==> config.mk <==
export PLATFORM = sky130hd
export DESIGN_NAME = unlock_sequencer
export DESIGN_NICKNAME = d
export VERILOG_FILES = /design/src/rtl/unlock_sequencer.sv
export SDC_FILE = /design/constraint.sdc
export NUM_CORES = 1
export LEC_CHECK = 0
export CAP_MARGIN = 25
export CELL_PAD_IN_SITES_DETAIL_PLACEMENT = 0
export CELL_PAD_IN_SITES_GLOBAL_PLACEMENT = 1
export CORE_AREA = 4 4 55 106
export DETAILED_ROUTE_END_ITERATION = 10
export DIE_AREA = 0 0 59 110
export GPL_TIMING_DRIVEN = 0
export PLACE_DENSITY = 0.77
export SETUP_SLACK_MARGIN = 0.2
export SLEW_MARGIN = 20
export SYNTH_ARGS = -nofsm -noshare
export SYNTH_HDL_FRONTEND = slang
export SYNTH_SLANG_ARGS = --single-unit
==> constraint.sdc <==
create_clock -name clk -period 2.4 [get_ports clk]
set_clock_uncertainty 0.05 [all_clocks]
set_input_delay 0.24 -clock clk [delete_from_list [all_inputs] [get_ports clk]]
set_output_delay 0.24 -clock clk [all_outputs]
set_load 0.005 [all_outputs]
==> src/rtl/unlock_sequencer.sv <==
// rtl/unlock_sequencer.sv - key sequence unlock controller driving the shared key comparator
//
// Ports:
//   clk, rst_n            clock, synchronous active-low reset
//   key_in/key_valid      candidate key byte and its valid strobe
//   key_ready             high only in IDLE; a byte is taken on key_valid & key_ready
//   relock                in UNLOCKED, return to IDLE
//   match_key             registered byte presented to the comparator
//   match_unlock          comparator unlock vector, one bit per sequence position
//   progress              correct bytes in the current attempt
//   fail_count            consecutive failed attempts
//   key_err               one-cycle pulse after a mismatch
//   lockout/blocked/unlocked  registered state decodes, mutually exclusive
module unlock_sequencer #(
   parameter int SEQ_LEN        = 19,
   parameter int LOCKOUT_CYCLES = 16,
   parameter int MAX_FAILS      = 3,
   localparam int PW = $clog2(SEQ_LEN + 1),
   localparam int FW = $clog2(MAX_FAILS + 1)
) (
   input  logic               clk,
   input  logic               rst_n,
   input  logic [7:0]         key_in,
   input  logic               key_valid,
   output logic               key_ready,
   input  logic               relock,
   output logic [7:0]         match_key,
   input  logic [SEQ_LEN-1:0] match_unlock,
   output logic [PW-1:0]      progress,
   output logic [FW-1:0]      fail_count,
   output logic               key_err,
   output logic               lockout,
   output logic               blocked,
   output logic               unlocked
);

   localparam int CW = $clog2(LOCKOUT_CYCLES + 1);

   typedef enum logic [2:0] {
      S_IDLE,
      S_CHECK,
      S_LOCKOUT,
      S_BLOCKED,
      S_UNLOCKED
   } state_t;

   state_t         state, state_n;
   logic [7:0]     match_key_n;
   logic [PW-1:0]  progress_n;
   logic [FW-1:0]  fail_count_n;
   logic [CW-1:0]  cnt, cnt_n;
   logic           key_err_n;
   logic           hit;

   assign key_ready = (state == S_IDLE);

   // Only the bit for the current position counts; a byte that is valid
   // elsewhere in the sequence is still a miss here.
   assign hit = match_unlock[progress];

   always_comb begin
      state_n      = state;
      match_key_n  = match_key;
      progress_n   = progress;
      fail_count_n = fail_count;
      cnt_n        = cnt;
      key_err_n    = 1'b0;
      case (state)
         S_IDLE: begin
            if (key_valid) begin
               match_key_n = key_in;
               state_n     = S_CHECK;
            end
         end
         S_CHECK: begin
            if (hit) begin
               if (progress == PW'(SEQ_LEN - 1)) begin
                  progress_n   = PW'(SEQ_LEN);
                  fail_count_n = '0;
                  state_n      = S_UNLOCKED;
               end else begin
                  progress_n = progress + PW'(1);
                  state_n    = S_IDLE;
               end
            end else begin
               key_err_n  = 1'b1;
               progress_n = '0;
               if (fail_count == FW'(MAX_FAILS - 1)) begin
                  fail_count_n = FW'(MAX_FAILS);
                  state_n      = S_BLOCKED;
               end else begin
                  fail_count_n = fail_count + FW'(1);
                  cnt_n        = CW'(LOCKOUT_CYCLES);
                  state_n      = S_LOCKOUT;
               end
            end
         end
         S_LOCKOUT: begin
            // Counter is loaded with LOCKOUT_CYCLES on entry and leaves at 1,
            // giving exactly LOCKOUT_CYCLES cycles of residency.
            if (cnt == CW'(1)) begin
               cnt_n   = '0;
               state_n = S_IDLE;
            end else begin
               cnt_n = cnt - CW'(1);
            end
         end
         S_BLOCKED: begin
            state_n = S_BLOCKED;
         end
         S_UNLOCKED: begin
            if (relock) begin
               progress_n = '0;
               state_n    = S_IDLE;
            end
         end
         default: begin
            state_n = S_IDLE;
         end
      endcase
   end

   always_ff @(posedge clk) begin
      if (!rst_n) begin
         state      <= S_IDLE;
         match_key  <= '0;
         progress   <= '0;
         fail_count <= '0;
         cnt        <= '0;
         key_err    <= 1'b0;
         lockout    <= 1'b0;
         blocked    <= 1'b0;
         unlocked   <= 1'b0;
      end else begin
         state      <= state_n;
         match_key  <= match_key_n;
         progress   <= progress_n;
         fail_count <= fail_count_n;
         cnt        <= cnt_n;
         key_err    <= key_err_n;
         // Decoded from the next state so the flags line up with state.
         lockout    <= (state_n == S_LOCKOUT);
         blocked    <= (state_n == S_BLOCKED);
         unlocked   <= (state_n == S_UNLOCKED);
      end
   end

endmodule

==> Flow_metrics.wiki <==
{| class="wikitable"
! Metric !! Value
|-
| Global route overflow || 0
|-
| Tightest Hold Check Type || in2reg
|-
| Router iterations before antenna repair || 4
|-
| H-tree depth || 1
|-
| Post-route worst setup slack || about 260 ps
|-
| Average wire length per cell after detail routing || 13.8 um
|-
| CORE AREA || 4950 um2
|-
| Maximum vdd ir drop || 0.000241 V
|-
| EDFF count, synth || 0
|-
| Worst rel slew slack || around 63%
|-
| Io pins || roughly 50
|-
| Static power due to leakage || 0.000802 uW
|-
| Total negative slack || 0 ps
|-
| Via count of the first global-routing pass || ~1.5k
|-
| Share of synthesized flip-flops with an asynchronous set or reset || 0%
|-
| Maximum root-to-sink buffer count || 2
|-
| Post-layout min period || around 2100 ps
|-
| Horiz. Die Dim || 59 um
|-
| P per Cell Area || about 450 nW/um2
|-
| Initial antenna violation count || 0
|-
| Ratio of final minimum period to clock period || 89.2%
|-
| Combinational power share || approximately a quarter
|-
| Required time of the critical path || 2500 ps
|-
| Kind of critical path || reg2reg
|-
| Count of standard-cell rows || 36
|-
| Cells after DPL || 286
|-
| Kind of end point of the critical path || flop
|-
| Detailed-route wire length || 4110 um
|-
| Max capacitance violation total || 0
|-
| Leading register cell type out of synthesis || sky130_fd_sc_hd__dfxtp_1
|-
| Post-DP HPWL || approximately 3000 um
|-
| Critical path peak fanout || 5
|-
| Initial standard-cell utilization of the core || 29.3%
|-
| Setup repair after global routing missed its margin || true
|-
| Area of the die || 6490 um2
|-
| Yosys cell types || 36
|-
| TritonCTS clock tree || done
|-
| Slew Limit Fails || 0
|-
| Commonest non-fill, non-tap cell in the layout || sky130_fd_sc_hd__clkdlybuf4s50_1
|-
| FF+latch count, synth || 27
|-
| Sequential cell fraction of total power || between 40 and 50%
|-
| Area Growth Syn to Fin || 51.6%
|-
| Multi-input gate area in the final layout || between 800 and 900 um2
|-
| Cell count after synthesis || 180
|-
| Worst slack at placement || slightly above 40 ps
|-
| Number of diodes added for antenna fixing || 0
|-
| Transition at the pin with the smallest max-transition slack || 557 ps
|-
| Commonest cells after routing, fill and taps aside || sky130_fd_sc_hd__clkdlybuf4s50_1, sky130_fd_sc_hd__nand2_1, sky130_fd_sc_hd__dfxtp_1
|-
| Startpoint class of the critical path || flop
|-
| Layout fillers || 512
|-
| Combined area of all synthesized cells || 1450 um2
|-
| TritonCTS buffer count || 3
|-
| Violation count after the first detailed-route iteration || 34
|-
| Design internal power || around 720 uW
|-
| Yosys warning count || 0
|-
| Residual DRC count || 0
|-
| Fraction of final layout cells sized beyond drive strength 1 || 13.7%
|-
| Net switching power || 266 uW
|-
| Storage cell area || 544 um2
|-
| Hold Vio Cnt, Final || 0
|-
| Clock power frac || 27.1%
|-
| Register area share after synthesis || 37.2%
|-
| Port buffer count || slightly below 50
|-
| Final GP Congestion || about 0.84
|-
| Die height || 110 um
|-
| Root buffer selected by CTS || sky130_fd_sc_hd__clkbuf_8
|-
| Final setup viols || 0
|-
| Util after Layout || 44.4%
|-
| Placed cell areas || 2010 um2
|-
| NumNets Final || 278
|-
| Sink Count || 27
|-
| Final non-filler cell area || 2200 um2
|-
| Global-route wire length before repair || 6360 um
|-
| Via count of the routed design || 1498
|-
| Synthesized area per cell || roughly 8 um2
|-
| Post-DRT Antenna Nets || 0
|-
| Status || completed
|-
| Via density per instance || between 5 and 6
|-
| Data arrival time at the worst-slack endpoint || between 2000 and 2500 ps
|-
| Maximum clock frequency || 467 MHz
|-
| Insertion delay of the later-clocked pin in the worst-skew pair || 280 ps
|-
| Clk pin slew, worst setup/hold paths || roughly 100 ps
|-
| Net switching share of the total power || 26.9%
|-
| Final Instance Count excl. Fillers || just under 300
|-
| Post-synthesis net count || 216
|-
| Total routing resource utilization after global routing || 12.8%
|-
| Pin count of the biggest net entering global routing || 17
|}
## stage by stage
step                power (uW)  hold slack [ps]
CTS                        982              315
detailed placement         707              396
floorplan                  600              326
global placement           704              391
finish                     989              308
global route              1040              366
## synthesized netlist by cell type (2+ instances only)
master | instances | share of area, %
sky130_fd_sc_hd__nand2_1 | 32 | 8.3
sky130_fd_sc_hd__dfxtp_1 | 27 | 37
sky130_fd_sc_hd__a21oi_1 | 18 | 6.2
sky130_fd_sc_hd__nor2_1 | 14 | 3.6
sky130_fd_sc_hd__o21ai_0 | 10 | 3.4
sky130_fd_sc_hd__nand3_1 | 7 | 2.4
sky130_fd_sc_hd__nor3_1 | 7 | 2.4
sky130_fd_sc_hd__a31oi_1 | 6 | 2.6
sky130_fd_sc_hd__inv_1 | 6 | 1.6
sky130_fd_sc_hd__ha_1 | 5 | 4.3
sky130_fd_sc_hd__and2_1 | 4 | 1.7
sky130_fd_sc_hd__clkbuf_1 | 4 | 1.0
sky130_fd_sc_hd__mux2i_1 | 4 | 2.8
sky130_fd_sc_hd__buf_2 | 3 | 1.0
sky130_fd_sc_hd__mux4_2 | 3 | 4.7
sky130_fd_sc_hd__nand2b_1 | 3 | 1.3
sky130_fd_sc_hd__nor3b_1 | 3 | 1.6
sky130_fd_sc_hd__o21a_1 | 3 | 1.6
sky130_fd_sc_hd__a211oi_1 | 2 | 1.0
sky130_fd_sc_hd__nor2b_1 | 2 | 0.86
sky130_fd_sc_hd__o211ai_1 | 2 | 1.0
## critical path, cell delays in order (launching register included)
cell and delay [ps]:
sky130_fd_sc_hd__dfxtp_4 370, sky130_fd_sc_hd__buf_8 120, sky130_fd_sc_hd__mux4_2 510, sky130_fd_sc_hd__a22o_4 280, sky130_fd_sc_hd__a311oi_4 260, sky130_fd_sc_hd__buf_6 170
sky130_fd_sc_hd__mux2i_1 170, sky130_fd_sc_hd__a21oi_1 70
## power by group through the flow
stage	Combinational, uW	Clock (uW)	Sequential (uW)
finish	239	268	482
global placement	211	0	493
global route	262	295	486
CTS	222	277	483
floorplan	107	0	493
detailed placement	214	0	493
## per-layer routing
layer / up-vias / global-route usage [%] / part of all wire, %
li1: 758 / - / -
met1: 682 / 11.6 / 35
met2: 49 / 25.6 / 57
met3: 9 / 1.05 / 4.9
met4: 0 / 7.94 / 3.6
met5: - / 0 / 0
## cell families (layout without fill, tap and decap cells)
group / count (synthesis) / after routing / synth area share, %
fa+ha+maj: 5 / 5 / 4.31
compound gates: 46 / 46 / 20.0
simple gates: 79 / 79 / 26.0
mux: 7 / 7 / 7.41
flops: 27 / 27 / 37.2
buf+inv: 16 / 77 / 5.00
## state kept, by name, indices dropped and copies added (netlist names)
register    flops
blocked         1
cnt             5
fail_count      2
key_err         1
lockout         1
match_key       8
progress        5
state           3
unlocked        1
## final timing paths
check,slack (ps),depth (start not counted),end,start
max,260,7,fail_count[1]$_SDFFE_PN0P_,progress[0]$_SDFFE_PN0P_
min,310,3,cnt[0]$_SDFFE_PN0P_,rst_n
max reg2reg,260,7,fail_count[1]$_SDFFE_PN0P_,progress[0]$_SDFFE_PN0P_
min reg2reg,410,2,match_key[4]$_SDFFE_PN0P_,match_key[4]$_SDFFE_PN0P_
## timing repair
action,CTS,global route
setup endpoints to repair,9,15
hold buffers,0,0
gates resized for setup,2,14
pin swaps,1,5
gates cloned,0,1
setup buffers,3,4
## layout make-up
| cell class | instances | area share (%) |
|---|---|---|
| Multi-Input combinational cell | 137 | 40.2 |
| Timing Repair Buffer | 57 | 26.0 |
| Sequential cell | 27 | 24.7 |
| Tap cell | 57 | 3.24 |
| Buffer | 9 | 2.44 |
| Clock buffer | 3 | 1.88 |
| Inverter | 7 | 1.19 |
| Clock inverter | 1 | 0.341 |
(Power assumes the default switching activity.)
